<file path="config.mk">
export PLATFORM = sky130hd
export DESIGN_NAME = i_decode
export DESIGN_NICKNAME = d
export VERILOG_FILES = /design/src/rtl/mips_pkg.sv /design/src/rtl/reg_file.sv /design/src/rtl/i_decode.sv
export SDC_FILE = /design/constraint.sdc
export NUM_CORES = 2
export LEC_CHECK = 0
export ABC_AREA = 0
export CAP_MARGIN = 20
export CORE_ASPECT_RATIO = 0.5
export CORE_MARGIN = 2
export CORE_UTILIZATION = 35
export DETAILED_ROUTE_END_ITERATION = 8
export GPL_ROUTABILITY_DRIVEN = 0
export SYNTH_ARGS = -nofsm -noshare
export SYNTH_HDL_FRONTEND = slang
export SYNTH_SLANG_ARGS = --single-unit
</file>
<file path="constraint.sdc">
create_clock -name clk -period 1.6 [get_ports clk]
set_input_delay 0.32 -clock clk [delete_from_list [all_inputs] [get_ports clk]]
set_output_delay 0.32 -clock clk [all_outputs]
set_load 0.05 [all_outputs]
</file>
<file path="src/rtl/mips_pkg.sv">
`default_nettype none
// ============================================================================
// Module   : mips_pkg
// Purpose  : Shared MIPS pipeline constants: opcodes, control-vector bit
//            positions, ALUOp encodings and the main control decoder.
// Revision : 1.0 - initial release
// ============================================================================
package mips_pkg;

  // Primary opcodes, IR[31:26]
  localparam logic [5:0] OP_RTYPE = 6'h00;
  localparam logic [5:0] OP_LW    = 6'h23;
  localparam logic [5:0] OP_SW    = 6'h2B;
  localparam logic [5:0] OP_BEQ   = 6'h04;

  // WB vector bit positions
  localparam int WB_REGWRITE = 1;
  localparam int WB_MEMTOREG = 0;

  // M vector bit positions
  localparam int M_BRANCH   = 2;
  localparam int M_MEMREAD  = 1;
  localparam int M_MEMWRITE = 0;

  // EX vector bit positions
  localparam int EX_REGDST   = 3;
  localparam int EX_ALUOP_HI = 2;
  localparam int EX_ALUOP_LO = 1;
  localparam int EX_ALUSRC   = 0;

  // ALUOp encodings
  localparam logic [1:0] ALUOP_ADD   = 2'b00;
  localparam logic [1:0] ALUOP_SUB   = 2'b01;
  localparam logic [1:0] ALUOP_FUNCT = 2'b10;

  typedef struct packed {
    logic [1:0] wb;
    logic [2:0] m;
    logic [3:0] ex;
  } ctrl_t;

  // Bubble: nothing written, no memory access, no branch
  localparam ctrl_t CTRL_NOP = '{wb: 2'b00, m: 3'b000, ex: 4'b0000};

  // Main control unit; unknown opcodes decode to a bubble
  function automatic ctrl_t decode_ctrl(input logic [5:0] op);
    ctrl_t c;
    c = CTRL_NOP;
    case (op)
      OP_RTYPE: begin
        c.wb[WB_REGWRITE]              = 1'b1;
        c.ex[EX_REGDST]                = 1'b1;
        c.ex[EX_ALUOP_HI:EX_ALUOP_LO]  = ALUOP_FUNCT;
      end
      OP_LW: begin
        c.wb[WB_REGWRITE]              = 1'b1;
        c.wb[WB_MEMTOREG]              = 1'b1;
        c.m[M_MEMREAD]                 = 1'b1;
        c.ex[EX_ALUOP_HI:EX_ALUOP_LO]  = ALUOP_ADD;
        c.ex[EX_ALUSRC]                = 1'b1;
      end
      OP_SW: begin
        c.m[M_MEMWRITE]                = 1'b1;
        c.ex[EX_ALUOP_HI:EX_ALUOP_LO]  = ALUOP_ADD;
        c.ex[EX_ALUSRC]                = 1'b1;
      end
      OP_BEQ: begin
        c.m[M_BRANCH]                  = 1'b1;
        c.ex[EX_ALUOP_HI:EX_ALUOP_LO]  = ALUOP_SUB;
      end
      default: c = CTRL_NOP;
    endcase
    return c;
  endfunction

endpackage
`default_nettype wire

</file>
<file path="src/rtl/reg_file.sv">
`default_nettype none
// ============================================================================
// Module   : reg_file
// Purpose  : 32 x WIDTH register file, two combinational read ports, one
//            write port, $0 hardwired to zero, optional WB->read bypass.
// Revision : 1.0 - initial release
// ============================================================================
module reg_file #(
  parameter int WIDTH  = 32,
  parameter bit BYPASS = 1'b1
) (
  input  logic             clk,
  input  logic             rst_n,
  input  logic             we_i,
  input  logic [4:0]       waddr_i,
  input  logic [WIDTH-1:0] wdata_i,
  input  logic [4:0]       raddr_a_i,
  input  logic [4:0]       raddr_b_i,
  output logic [WIDTH-1:0] rdata_a_o,
  output logic [WIDTH-1:0] rdata_b_o
);

  logic [WIDTH-1:0] regs_q [32];
  logic             wr_en;
  logic             fwd_a;
  logic             fwd_b;

  // $0 is never written, so entry 0 stays at its reset value of zero
  assign wr_en = we_i && (waddr_i != 5'd0);

  // Register array: cleared asynchronously, written on the rising edge
  always_ff @(posedge clk or negedge rst_n) begin
    if (!rst_n) begin
      for (int i = 0; i < 32; i++) regs_q[i] <= '0;
    end else if (wr_en) begin
      regs_q[waddr_i] <= wdata_i;
    end
  end

  generate
    if (BYPASS) begin : g_bypass
      assign fwd_a = wr_en && (waddr_i == raddr_a_i);
      assign fwd_b = wr_en && (waddr_i == raddr_b_i);
    end else begin : g_no_bypass
      assign fwd_a = 1'b0;
      assign fwd_b = 1'b0;
    end
  endgenerate

  // Read ports: $0 reads zero, a same-cycle write wins when bypass is on
  always_comb begin
    rdata_a_o = '0;
    rdata_b_o = '0;
    if (raddr_a_i != 5'd0) rdata_a_o = fwd_a ? wdata_i : regs_q[raddr_a_i];
    if (raddr_b_i != 5'd0) rdata_b_o = fwd_b ? wdata_i : regs_q[raddr_b_i];
  end

endmodule
`default_nettype wire

</file>
<file path="src/rtl/i_decode.sv">
`default_nettype none
// ============================================================================
// Module   : i_decode
// Purpose  : MIPS ID stage. Decodes IF/ID, reads the register file,
//            sign-extends the immediate and registers the ID/EX latch.
// Revision : 1.0 - initial release
// ============================================================================
module i_decode
  import mips_pkg::*;
#(
  parameter int WIDTH  = 32,
  parameter bit BYPASS = 1'b1
) (
  input  logic             clk,
  input  logic             rst_n,
  input  logic [31:0]      IF_ID_IR,
  input  logic [WIDTH-1:0] IF_ID_NPC,
  input  logic             PCSrc,
  input  logic             MEM_WB_RegWrite,
  input  logic [4:0]       MEM_WB_Writereg,
  input  logic [WIDTH-1:0] MEM_WB_Writedata,
  output logic [1:0]       ID_EX_WB,
  output logic [2:0]       ID_EX_M,
  output logic [3:0]       ID_EX_EX,
  output logic [WIDTH-1:0] ID_EX_NPC,
  output logic [WIDTH-1:0] ID_EX_A,
  output logic [WIDTH-1:0] ID_EX_B,
  output logic [WIDTH-1:0] ID_EX_IMM,
  output logic [4:0]       ID_EX_rt,
  output logic [4:0]       ID_EX_rd
);

  ctrl_t            ctrl_d, ctrl_q;
  logic [WIDTH-1:0] a_d, b_d, imm_d;
  logic [WIDTH-1:0] npc_q, a_q, b_q, imm_q;
  logic [4:0]       rt_q, rd_q;

  reg_file #(
    .WIDTH  (WIDTH),
    .BYPASS (BYPASS)
  ) u_reg_file (
    .clk       (clk),
    .rst_n     (rst_n),
    .we_i      (MEM_WB_RegWrite),
    .waddr_i   (MEM_WB_Writereg),
    .wdata_i   (MEM_WB_Writedata),
    .raddr_a_i (IF_ID_IR[25:21]),
    .raddr_b_i (IF_ID_IR[20:16]),
    .rdata_a_o (a_d),
    .rdata_b_o (b_d)
  );

  assign imm_d = {{(WIDTH-16){IF_ID_IR[15]}}, IF_ID_IR[15:0]};

  // Control decode; a taken branch downstream turns this slot into a bubble
  always_comb begin
    ctrl_d = decode_ctrl(IF_ID_IR[31:26]);
    if (PCSrc) ctrl_d = CTRL_NOP;
  end

  // ID/EX pipeline latch
  always_ff @(posedge clk or negedge rst_n) begin
    if (!rst_n) begin
      ctrl_q <= CTRL_NOP;
      npc_q  <= '0;
      a_q    <= '0;
      b_q    <= '0;
      imm_q  <= '0;
      rt_q   <= '0;
      rd_q   <= '0;
    end else begin
      ctrl_q <= ctrl_d;
      npc_q  <= IF_ID_NPC;
      a_q    <= a_d;
      b_q    <= b_d;
      imm_q  <= imm_d;
      rt_q   <= IF_ID_IR[20:16];
      rd_q   <= IF_ID_IR[15:11];
    end
  end

  assign ID_EX_WB  = ctrl_q.wb;
  assign ID_EX_M   = ctrl_q.m;
  assign ID_EX_EX  = ctrl_q.ex;
  assign ID_EX_NPC = npc_q;
  assign ID_EX_A   = a_q;
  assign ID_EX_B   = b_q;
  assign ID_EX_IMM = imm_q;
  assign ID_EX_rt  = rt_q;
  assign ID_EX_rd  = rd_q;

endmodule
`default_nettype wire

</file>
======== Yosys cells after proc, flatten, opt, wreduce, memory -nomap -nowiden ========
Cells that the tools add are included.
cells by class
  bitwise gates (word level) .............. 3
  reductions and logical operators ........ 10
  equality and inequality tests ........... 5
  muxes and demuxes ....................... 21
  magnitude comparators ................... 4
operators with widths
  kind                number
  $bwmux 1024         1
  $bmux 32 s5         2
  $mux 32             9
  $demux 32 s5        1
  $ge 6x6->1 const B  3
  $not 5->6           3
  $reduce_bool 5->1   3
  $eq 6x6->1 const B  2
  $eq 5x5->1          2
  $mux 9              1
  $eq 6x3->1 const B  1
  $logic_not 6->1     1
  $lt 6x1->1 const B  1
  $mux 1              6
  $logic_and 1x1->1   4
  $pmux 2 s2          1
  $reduce_or 2->1     2
word-level totals
  flip-flop bits (word level) ............. 1,155
  input port bits ......................... 105
  word-level logic and storage cells ...... 84
  output and inout port bits .............. 147

======== Depth between registers and ports, before layout ========
  depth after elaboration ................. 6
  depth in mapped cells ................... 10

======== Hierarchy ========
Synthesis repeated with hierarchy kept, for this count alone.
unflattened totals
  cells, all modules ...................... 4,060
  area total of the unflattened synthesis .. 58,965.3 um^2
modules (own cells, without submodules)
  module    instances  area an instance (um^2)  seq. area each (um^2)  cells each
  reg_file  1          55,605.8                 25,624.6               3,900
  i_decode  1          3,359.5                  3,103.0                160

======== Least setup slack after synthesis ========
No wires, ideal clock.
  kind .................................... in2reg
  start ................................... input IF_ID_IR[23]
  end ..................................... register a_q[14] (netlist: ID_EX_A[14])
  buffers on the path ..................... 3
  library setup time ...................... 122 ps
  stages .................................. 6
  slack ................................... -567 ps
  required time ........................... 1,478 ps
  arrival ................................. 2,045 ps
  cell sequence ........................... buf_2 clkbuf_1 clkbuf_1 mux2_2 a221o_1 a32o_1
between the ends
  longest elaborated chain between the ends .. 6
RTL lines
  what                                        line            text
  start: declaration                          i_decode.sv:16  input logic [31:0] IF_ID_IR,
  $not 5->6 (implied by the code)             reg_file.sv:54  if (raddr_a_i != 5'd0) rdata_a_o = fwd_a ? wdata_i : regs_q[raddr_a_i];
  $bmux 32 s5                                 reg_file.sv:54
  $mux 32 (implied by the code) (2 in a row)  reg_file.sv:54
  $mux 32                                     reg_file.sv:54
  $mux 32 (*)                                 reg_file.sv:54
  named net a_d[14]                           i_decode.sv:34  logic [WIDTH-1:0] a_d, b_d, imm_d;
  end signal: assignment                      i_decode.sv:66  a_q <= '0;
  end signal: assignment                      i_decode.sv:74  a_q <= a_d;
  end: declaration                            i_decode.sv:35  logic [WIDTH-1:0] npc_q, a_q, b_q, imm_q;
The timed path passes the listed nets; every way through them passes the cells marked *. The select of a mux whose other input is x is not followed.
A chain may end at the register's enable or synchronous reset.

======== Final worst setup path ========
  start ................................... register u_reg_file.regs_q[762] in the netlist's numbering
  end ..................................... register a_q[26] (netlist: ID_EX_A[26])
between the ends
  longest elaborated chain between the ends .. 5
RTL lines
  what                                        line            text
  start: declaration                          reg_file.sv:23  logic [WIDTH-1:0] regs_q [32];
  start signal: indexed assignment            reg_file.sv:36  regs_q[waddr_i] <= wdata_i;
  $bmux 32 s5                                 reg_file.sv:54
  $mux 32 (implied by the code) (2 in a row)  reg_file.sv:54
  $mux 32 (2 in a row)                        reg_file.sv:54
  named net a_d[26]                           i_decode.sv:34
The timed path passes the listed nets, and every way through them passes these cells. The select of a mux whose other input is x is not followed.

==> results.yml <==
worst_setup_path:
  critPathKind: "reg2reg"
  path_max_fanout: 3
  start_kind: "register"
  crit_chain: "mux4_2 -> mux2_4 -> a221o_1 -> a32o_1"
  cp.required_ns: 2.22
  cp_top_family: "multiplexers"
  crit_path_top_delay_cell: "mux4_2"
  end_kind: "register"
  path_buf_inv: 0
  slowest_delay_ns: 0.46
  critPathArrivalTime_ns: 2.51
logic_synthesis:
  synth_compound_area_frac: 0.0560
  synth_seq_cells: 1148
  syn_area_per_cell_um2: 14.5
  synth_top_area_cell: "dfrtp_1"
  ys_warn_count: 0
  muxShareOfSynthArea: 0.397
  synth_cells: 4042
  synthXorXnorAreaFrac: 0.00150
  synth-simple-area-share: 0.0174
  synth_fa_ha_area_frac: 0
  synth_flop_cell: "dfrtp_1"
  synth-seq-area-share: 0.491
  yosys-top-cells-area: "dfrtp_1, mux2_2, mux4_2"
  yosysTopAreaCellShare: 0.491
  synth-edff-count: 0
  async_flop_share: 1.00
  synth_top_family_by_area: "multiplexers"
  syn_nets: 4147
  synth_cell_type_count: 54
  syn_area_um2: 58600
min_path:
  worstHoldPathType: "in2async"
floorplanning:
  die_area_um2: 171000
  start_util: 0.352
  rows: 106
  die_h_um: 293
  die_w_um: 582
  io_pins: 252
  core_um2: 167000
power:
  p_leak_nw: 34.9
  power.density_nw_per_um2: 1150
  vdd_ir_drop_max_uv: 1010
routing:
  drt_iter0_drc: 4053
  wl_per_cell_um: 30.6
  firstDrtPassIters: 5
  avgViaCountPerCell: 5.89
  vias: 42400
  drc: 0
  ant_nets: 0
  drt_wl_total_mm: 220
cts:
  cts_sinks: 1148
  clockBufferDepth: 3
  clk_pin_slew_ns: 0.06
  cts_made_buffers: 111
  ctsHtreeMaxLevel: 3
  cts_tree: "yes"
  cts-root-buf: "clkbuf_16"
  clkLatencyLatePin_ns: 0.76
global_route:
  grt_usage: 0.256
  antenna_found_initial: 4
  grt_overflow: 0
  grt_pass1_vias: 44800
  grt_max_degree: 101
  grt_first_pass_wirelength_mm: 321
timing:
  period_minus_slack_ns: 1.89
  hold_viol_final: 0
  finClkSkew_ns: 0.0311
  rsz0062_at_grt: "yes"
  holdWs_ns: 0.0213
  relSlewSlack: 0.173
  setup_viol: 156
  slew_viol_final: 0
  tightest_slew_ns: 1.23
  fin_crit_sh: 1.18
  setup_ws_ns: -0.286
  fmax_ghz: 0.530
run:
  max-cap-violations: 0
finish:
  regArea_um2: 28800
  postLayoutCellArea_um2: 78600
  nNetsFinal: 4995
  num-fill-cells: 14300
  drive_gt1_frac: 0.575
  area_growth_pct: 34.1
  multi_input_area_um2: 29600
run_status:
  violations: "setup timing"
  status: "complete, but fails checks"
placement:
  port_buffers: 251
  dp_hpwl_mm: 148
  pre_cts_slack_ns: -1.01
  postPlaceCellArea_um2: 72600
## layout make-up
| cell class | instances | area share |
|---|---|---|
| multi-input combinational | 2420 | 0.377 |
| tap | 2214 | 0.0353 |
| sequential | 1148 | 0.366 |
| timing repair buffer | 1204 | 0.172 |
| antenna | 1 | 0.0000319 |
| inverter | 5 | 0.000239 |
| clock buffer | 145 | 0.0395 |
| clock inverter | 58 | 0.00959 |
## report_power, final
part	leakage (nW)	internal [W]	switching [W]
clock network	1.89	0.0161	0.0125
registers	14.6	0.0343	0.00410
logic	18.4	0.0139	0.00948
## cell usage after synthesis, types with 4 or more instances
master / count
buf_2: 77
buf_4: 56
a211o_1: 5
a221o_1: 38
a41oi_1: 4
a311oi_1: 4
dfrtp_1: 1148
nor2_1: 43
a32o_1: 30
buf_6: 16
nand2_1: 85
xnor2_1: 7
o21ai_0: 60
a22o_1: 8
o22ai_1: 33
and2_1: 4
mux2_2: 1025
buf_1: 40
a22oi_1: 56
a211oi_1: 47
a21oi_1: 66
nor2b_1: 11
mux4_2: 358
mux2i_1: 359
o221ai_1: 32
a221oi_1: 44
mux2_1: 4
nor3_1: 37
nand4_1: 8
nand3_1: 11
clkbuf_1: 280
nand2b_1: 6
## registers in the layout, summed over array words and instances (netlist names)
signal             cells
ID_EX_B               32
ID_EX_WB               1
ID_EX_EX               4
ID_EX_IMM             12
ID_EX_M                2
ID_EX_rt               5
u_reg_file.regs_q   1024
ID_EX_NPC             32
ID_EX_A               32
ID_EX_rd               4
## through the flow
| stage | setup TNS, ns | utilization | cells | total power, W |
|---|---|---|---|---|
| finish | -16.93 | 0.472 | 7195 | 0.0904 |
| global route | -23.51 | 0.472 | 7195 | 0.0937 |
| CTS | -22.60 | 0.468 | 7170 | 0.0901 |
| detailed placement | -836.21 | 0.436 | 6887 | 0.0608 |
| global placement | -816.22 | 0.436 | 6887 | 0.0598 |
| floorplan | -70.14 | - | 4042 | 0.0510 |
## final timing paths
kind	start	to	slack, ns	cells after the start
worst min register to register	u_reg_file.regs_q[1021]	u_reg_file.regs_q[1021]	0.40	0
worst max-delay path	u_reg_file.regs_q[762]	ID_EX_A[26]	-0.29	4
min in group clk	IF_ID_NPC[28]	ID_EX_NPC[28]	0.03	1
worst max register to register	u_reg_file.regs_q[762]	ID_EX_A[26]	-0.29	4
worst min-delay path	rst_n	u_reg_file.regs_q[540]	0.02	2
max in group asynchronous	rst_n	ID_EX_A[3]	0.66	4
## kinds of logic (layout without fill, tap and decap cells)
| kind of cell | count (synthesis) | in the layout |
|---|---|---|
| mux | 1746 | 1746 |
| flops | 1148 | 1148 |
| buf+inv | 474 | 1412 |
| compound gates | 443 | 443 |
| simple gates | 221 | 221 |
| xor+xnor | 10 | 10 |
| other cells | 0 | 1 |
## layer usage
metal	vias up	global-route usage	wire, um
met3	526	0.0448	15300
li1	17200	-	-
met4	6	0.105	10500
met2	1881	0.405	102000
met5	-	0.00336	105
met1	22800	0.349	92800
## worst reg2reg max path, cell delays in order (launching register included)
cell and delay [ns]:
dfrtp_1 0.40, mux4_2 0.46, mux2_4 0.30, a221o_1 0.35, a32o_1 0.27
## placed cells by master (no fill, tap or decap), drive strengths merged, types with 6 or more instances in the layout
| cell type | Yosys | final |
|---|---|---|
| dfrtp | 1148 | 1148 |
| clkdlybuf4s50 | 0 | 87 |
| nor2 | 43 | 43 |
| o221ai | 32 | 32 |
| mux2 | 1029 | 1029 |
| inv | 4 | 12 |
| xnor2 | 7 | 7 |
| nand2 | 85 | 85 |
| dlygate4sd3 | 0 | 43 |
| buf | 189 | 1064 |
| nand3 | 11 | 11 |
| a211oi | 47 | 47 |
| nor3 | 37 | 37 |
| clkinvlp | 0 | 8 |
| o22ai | 33 | 33 |
| nor2b | 11 | 11 |
| a221oi | 44 | 44 |
| a221o | 38 | 38 |
| mux2i | 359 | 359 |
| bufinv | 0 | 15 |
| clkbuf | 280 | 146 |
| clkinv | 1 | 28 |
| o21ai | 60 | 60 |
| nand4 | 8 | 8 |
| a22o | 8 | 8 |
| a32o | 30 | 30 |
| a21oi | 66 | 66 |
| a22oi | 56 | 56 |
| nand2b | 6 | 6 |
| mux4 | 358 | 358 |
## repair_timing
action,4_1_cts,5_1_grt
hold buffers,43,0
gates resized for setup,198,89
setup buffers,37,30
pin swaps,51,57
endpoints found under the setup margin,643,211
gates cloned,3,0
hold endpoints to repair,1128,0
Note: power is estimated with default switching activity, not from simulation.
